`src/rtl/fios_modexp_sched_pkg.sv`:
```
// Shared encodings for the FIOS modular-exponentiation scheduler:
// operand selects, operation codes, FSM states and result destinations.
package fios_sched_pkg;

    typedef enum logic [2:0] {
        X_IN   = 3'd0,
        ACC    = 3'd1,
        XM     = 3'd2,
        R2     = 3'd3,
        ONE    = 3'd4,
        R_MODN = 3'd5
    } opsel_e;

    typedef enum logic [1:0] {
        CONV = 2'd0,
        SQ   = 2'd1,
        MUL  = 2'd2,
        EXIT = 2'd3
    } op_e;

    typedef enum logic [2:0] {
        IDLE  = 3'd0,
        ISSUE = 3'd1,
        WAIT  = 3'd2,
        WB    = 3'd3,
        FIN   = 3'd4
    } state_e;

    localparam logic DST_ACC = 1'b0;
    localparam logic DST_XM  = 1'b1;

    // Until ACC has been written it holds nothing useful, so Montgomery 1 stands in.
    function automatic opsel_e acc_operand(input logic acc_valid);
        return acc_valid ? ACC : R_MODN;
    endfunction

endpackage

```
`src/rtl/fios_modexp_sched.sv`:
```
// Left-to-right square-and-multiply sequencer driving one FIOS Montgomery
// multiplier through a start/done handshake, including domain entry and exit.
module fios_modexp_sched
    import fios_sched_pkg::*;
#(
    parameter int s     = 16,
    parameter int EXP_W = 64,
    localparam int LEN_W = $clog2(EXP_W + 1),
    localparam int IDX_W = (EXP_W > 1) ? $clog2(EXP_W) : 1
) (
    input  logic             clock_i,
    input  logic             reset_i,
    input  logic             start_i,
    input  logic [EXP_W-1:0] exp_i,
    input  logic [LEN_W-1:0] exp_len_i,
    output logic             mm_start_o,
    input  logic             mm_done_i,
    output logic [2:0]       op_a_sel_o,
    output logic [2:0]       op_b_sel_o,
    output logic             res_we_o,
    output logic             res_dst_o,
    output logic             busy_o,
    output logic             done_o
);

    if (s < 1 || EXP_W < 1) begin : g_param_check
        $error("fios_modexp_sched: s and EXP_W must be positive");
    end

    state_e             state_reg,     state_next;
    op_e                op_reg,        op_next;
    logic [EXP_W-1:0]   exp_reg,       exp_next;
    logic [IDX_W-1:0]   bit_idx_reg,   bit_idx_next;
    logic               acc_valid_reg, acc_valid_next;

    logic [LEN_W-1:0]   len_clamped;
    logic [LEN_W-1:0]   len_m1;
    opsel_e             acc_src;
    opsel_e             sel_a;
    opsel_e             sel_b;
    logic               sel_dst;
    logic               drive_sel;

    assign len_clamped = (exp_len_i > LEN_W'(EXP_W)) ? LEN_W'(EXP_W) : exp_len_i;
    assign len_m1      = len_clamped - LEN_W'(1);
    assign acc_src     = acc_operand(acc_valid_reg);

    always_comb begin
        sel_a   = acc_src;
        sel_b   = ONE;
        sel_dst = DST_ACC;
        case (op_reg)
            CONV: begin
                sel_a   = X_IN;
                sel_b   = R2;
                sel_dst = DST_XM;
            end
            SQ: begin
                sel_a = acc_src;
                sel_b = acc_src;
            end
            MUL: begin
                sel_a = acc_src;
                sel_b = XM;
            end
            EXIT: begin
                sel_a = acc_src;
                sel_b = ONE;
            end
        endcase
    end

    always_ff @(posedge clock_i) begin
        if (reset_i) begin
            state_reg     <= IDLE;
            op_reg        <= CONV;
            exp_reg       <= '0;
            bit_idx_reg   <= '0;
            acc_valid_reg <= 1'b0;
        end else begin
            state_reg     <= state_next;
            op_reg        <= op_next;
            exp_reg       <= exp_next;
            bit_idx_reg   <= bit_idx_next;
            acc_valid_reg <= acc_valid_next;
        end
    end

    always_comb begin
        state_next     = state_reg;
        op_next        = op_reg;
        exp_next       = exp_reg;
        bit_idx_next   = bit_idx_reg;
        acc_valid_next = acc_valid_reg;
        mm_start_o     = 1'b0;
        res_we_o       = 1'b0;
        done_o         = 1'b0;
        drive_sel      = 1'b0;

        case (state_reg)
            IDLE: begin
                if (start_i) begin
                    exp_next   = exp_i;
                    state_next = ISSUE;
                    if (len_clamped != '0) begin
                        op_next      = CONV;
                        bit_idx_next = len_m1[IDX_W-1:0];
                    end else begin
                        op_next = EXIT;
                    end
                end
            end
            ISSUE: begin
                mm_start_o = 1'b1;
                drive_sel  = 1'b1;
                state_next = WAIT;
            end
            WAIT: begin
                drive_sel = 1'b1;
                if (mm_done_i) begin
                    state_next = WB;
                end
            end
            WB: begin
                drive_sel  = 1'b1;
                res_we_o   = 1'b1;
                state_next = ISSUE;
                if (sel_dst == DST_ACC) begin
                    acc_valid_next = 1'b1;
                end
                // Step down the exponent after each bit's square (and multiply, if set).
                case (op_reg)
                    CONV: op_next = SQ;
                    SQ: begin
                        if (exp_reg[bit_idx_reg]) begin
                            op_next = MUL;
                        end else if (bit_idx_reg == '0) begin
                            op_next = EXIT;
                        end else begin
                            op_next      = SQ;
                            bit_idx_next = bit_idx_reg - IDX_W'(1);
                        end
                    end
                    MUL: begin
                        if (bit_idx_reg == '0) begin
                            op_next = EXIT;
                        end else begin
                            op_next      = SQ;
                            bit_idx_next = bit_idx_reg - IDX_W'(1);
                        end
                    end
                    EXIT: state_next = FIN;
                endcase
            end
            FIN: begin
                done_o         = 1'b1;
                acc_valid_next = 1'b0;
                state_next     = IDLE;
            end
            default: state_next = IDLE;
        endcase
    end

    assign op_a_sel_o = drive_sel ? sel_a : 3'd0;
    assign op_b_sel_o = drive_sel ? sel_b : 3'd0;
    assign res_dst_o  = drive_sel ? sel_dst : 1'b0;
    assign busy_o     = (state_reg != IDLE);

endmodule

```
`config.mk`:
```
export PLATFORM = sky130hd
export DESIGN_NAME = fios_modexp_sched
export DESIGN_NICKNAME = d
export VERILOG_FILES = /design/src/rtl/fios_modexp_sched_pkg.sv /design/src/rtl/fios_modexp_sched.sv
export SDC_FILE = /design/constraint.sdc
export NUM_CORES = 1
export LEC_CHECK = 0
export CORE_MARGIN = 1
export CORE_UTILIZATION = 50
export CTS_CLUSTER_DIAMETER = 120
export DETAILED_ROUTE_END_ITERATION = 10
export PLACE_DENSITY = 0.8
export SETUP_SLACK_MARGIN = 0.2
export SYNTH_ARGS = -nofsm -noshare
export SYNTH_HDL_FRONTEND = slang
export SYNTH_SLANG_ARGS = --single-unit
```
`constraint.sdc`:
```
create_clock -name clock_i -period 2.7 [get_ports clock_i]
set_input_delay 0.54 -clock clock_i [delete_from_list [all_inputs] [get_ports clock_i]]
set_output_delay 0.54 -clock clock_i [all_outputs]
set_load 0.05 [all_outputs]
```
==> results.toml <==
[status]
status = "finished, final reports clean"

[floorplan]
die-area_um2 = 7955
core-area_um2 = 7292
start_util_pct = 52.13
io_pins = 86
die_width_um = 89.19
row_count = 31
fp.dieH_um = 89.19

[finish]
layout-area-overhead-vs-synth_pct = 29.26
fin_nets = 610
num_antenna_cells = 0
fill_cells = 606
drive_gt1_share_pct = 10.84
largest_reg_flops = 64

[setup_path]
cp_slowest_stage_delay_ns = 0.51
path_class = "register to register"
cp-end-kind = "register"
path_max_fanout = 17
crit_slowest_cell = "mux4_1"
worstPathRequired_ns = 2.94
crit_chain = "buf_12 -> mux2i_1 -> mux4_1 -> a22oi_2 -> nand4_2 -> a31oi_4 -> mux2_4"
startpoint_type = "register"
crit_arrival_ns = 2.64

[power_and_ir_drop]
p_per_area_nw_per_um2 = 625.3
static-leakage-power_nw = 1.885
irDropWorstVdd_v = 0.0003057

[synth]
synth_top_area_share_pct = 40.03
synth_area_leaders = "dfxtp_1 40%, nand2_1 13%, a21oi_1 9.1%"
synthCells = 459
synth_top_cell_by_area = "dfxtp_1"
yosysUniqueCellTypes = 45
synth_area_per_cell_um2 = 8.281
synthFlopType = "dfxtp_1"
syn_area_um2 = 3801
ys_seq_area_share_pct = 40.03
async_reset_ff_share_pct = 0
ys_ff_latch = 76
syn_nets = 539
synth_edf_count = 0
synth_warnings = 0

[sta]
min_period_over_period_pct = 88.96
finalMaxSlewViolations = 0
clock.fmax_mhz = 416.3
fin_worst_skew_ns = 0.008498
rsz0062_at_grt = "no"
hold_viol = 0
slew_headroom_pct = 48.74
tns_ns = 0
setup_viol = 0
timing.final.crit_period_ns = 2.402
hold-worst-slack_ns = 0.4573
worstMarginPinSlew_ns = 0.7689

[hold_path]
hold_path.class = "register to register"

[detailed_routing]
routedWlPerCell_um = 13.68
num_vias = 3369
antenna_left = 0
route.detailed.drc = 0
routed_wl_mm = 8.675
viasPerCell = 5.314
drt_first_pass_iters = 4
drt_iter0_drc = 187

[place]
gp_congestion = 0.8102
port_buffers = 84
dpl.hpwl_mm = 6.249

[clocking]
cts_buffers = 9
root_buffer = "clkbuf_8"
cts_max_level = 3
cts.path.max_buffers = 2
cts_sinks = 76
clock_latency_ns = 0.35
cts_tree = "done"
cts.clk_slew.worst_paths_ns = 0.08

[grt]
grt_pass1_vias = 3230
antenna_found_initial = 0
grt_pass1_wl_mm = 14.09
grt_remaining_overflow = 0
grt_max_degree = 46
grt_usage_pct = 23.03

[job]
drv_cap = 0
[metrics by stage]
step	util [%]	cell area [um^2]	power (mW)	std cells	setup slack, ns
finish	67.38	4913	3.072	634	0.2981
global route	67.38	4913	3.233	634	0.2042
CTS	67.55	4926	3.088	634	0.1961
detailed placement	64.72	4720	2.174	618	0.2924
global placement	64.72	4720	2.145	618	0.3682
floorplan	-	3811	1.901	459	0.3553
[power breakdown]
group          switching, mW  leakage (nW)  internal, mW
clock                  0.416         0.109         0.517
combinational          0.456          1.15         0.383
sequential            0.0771         0.624          1.22
[Yosys cell counts, drive strengths merged, types with 3 or more instances]
cell type and number:
nand3 6, nor3 10, o21ai 3, nand2 132
nor3b 4, ha 5, buf 9, nor2b 10
xnor2 3, mux2i 32, dfxtp 76, inv 9
mux4 8, clkbuf 25, and2 5, mux2 8
a22oi 5, nor2 18, a21oi 69
[layout by cell type (no fill, tap or decap), types with 6 or more instances in the layout]
master / count
buf_4: 6
nor3_1: 8
nand3_1: 6
mux2i_1: 32
nor2_1: 18
a21oi_1: 69
dfxtp_1: 76
mux4_2: 6
inv_1: 9
clkdlybuf4s50_1: 74
clkbuf_8: 9
nor2b_1: 10
nand2_1: 131
[final timing paths]
check                                end                        start  cells after the start  slack [ns]
min             exp_reg[37]$_SDFFE_PP0P_     exp_reg[37]$_SDFFE_PP0P_                      2        0.46
min reg2reg     exp_reg[37]$_SDFFE_PP0P_     exp_reg[37]$_SDFFE_PP0P_                      2        0.46
max          bit_idx_reg[2]$_SDFFE_PP0P_  bit_idx_reg[2]$_SDFFE_PP0P_                      7        0.30
max reg2reg  bit_idx_reg[2]$_SDFFE_PP0P_  bit_idx_reg[2]$_SDFFE_PP0P_                      7        0.30
[routing by layer]
layer	GRT usage [%]	routed length, um
met1	27.76	3683
met2	40.25	4398
met4	8.802	199
met5	0	0
met3	4.986	393
[final cells by class]
cell class / instances / area, um^2 / share of cell area [%]
inverter: 9 / 33.78 / 0.6875
clock buffer: 9 / 123.9 / 2.521
sequential: 76 / 1521 / 30.97
tap: 99 / 123.9 / 2.521
clock inverter: 7 / 91.34 / 1.859
timing repair buffer: 94 / 939.7 / 19.12
multi-input combinational: 340 / 2079 / 42.32
[logic make-up (layout without fill, tap and decap cells)]
logic type      Yosys count  in the layout  synth area share (%)
fa+ha+maj                 5              5                 1.646
xor+xnor                  4              4                0.9218
other cells               1              1               0.09865
simple gates            194            194                 22.05
compound gates           88             88                 13.40
flops                    76             76                 40.03
mux                      48             48                 16.23
buf+inv                  43            119                 5.629
[repair_timing]
item,4_1_cts,5_1_grt
hold buffers,0,0
gates resized for setup,7,13
setup endpoints to repair,7,8
setup buffers,0,0
[worst max-delay path: cells and delay by family (launching register included)]
family          cells  cell delay [ns]
buf+inv             1             0.18
compound gates      2             0.58
simple gates        1             0.17
mux                 3             0.96
flops               1             0.40
Note: power is estimated with default switching activity, not from simulation.
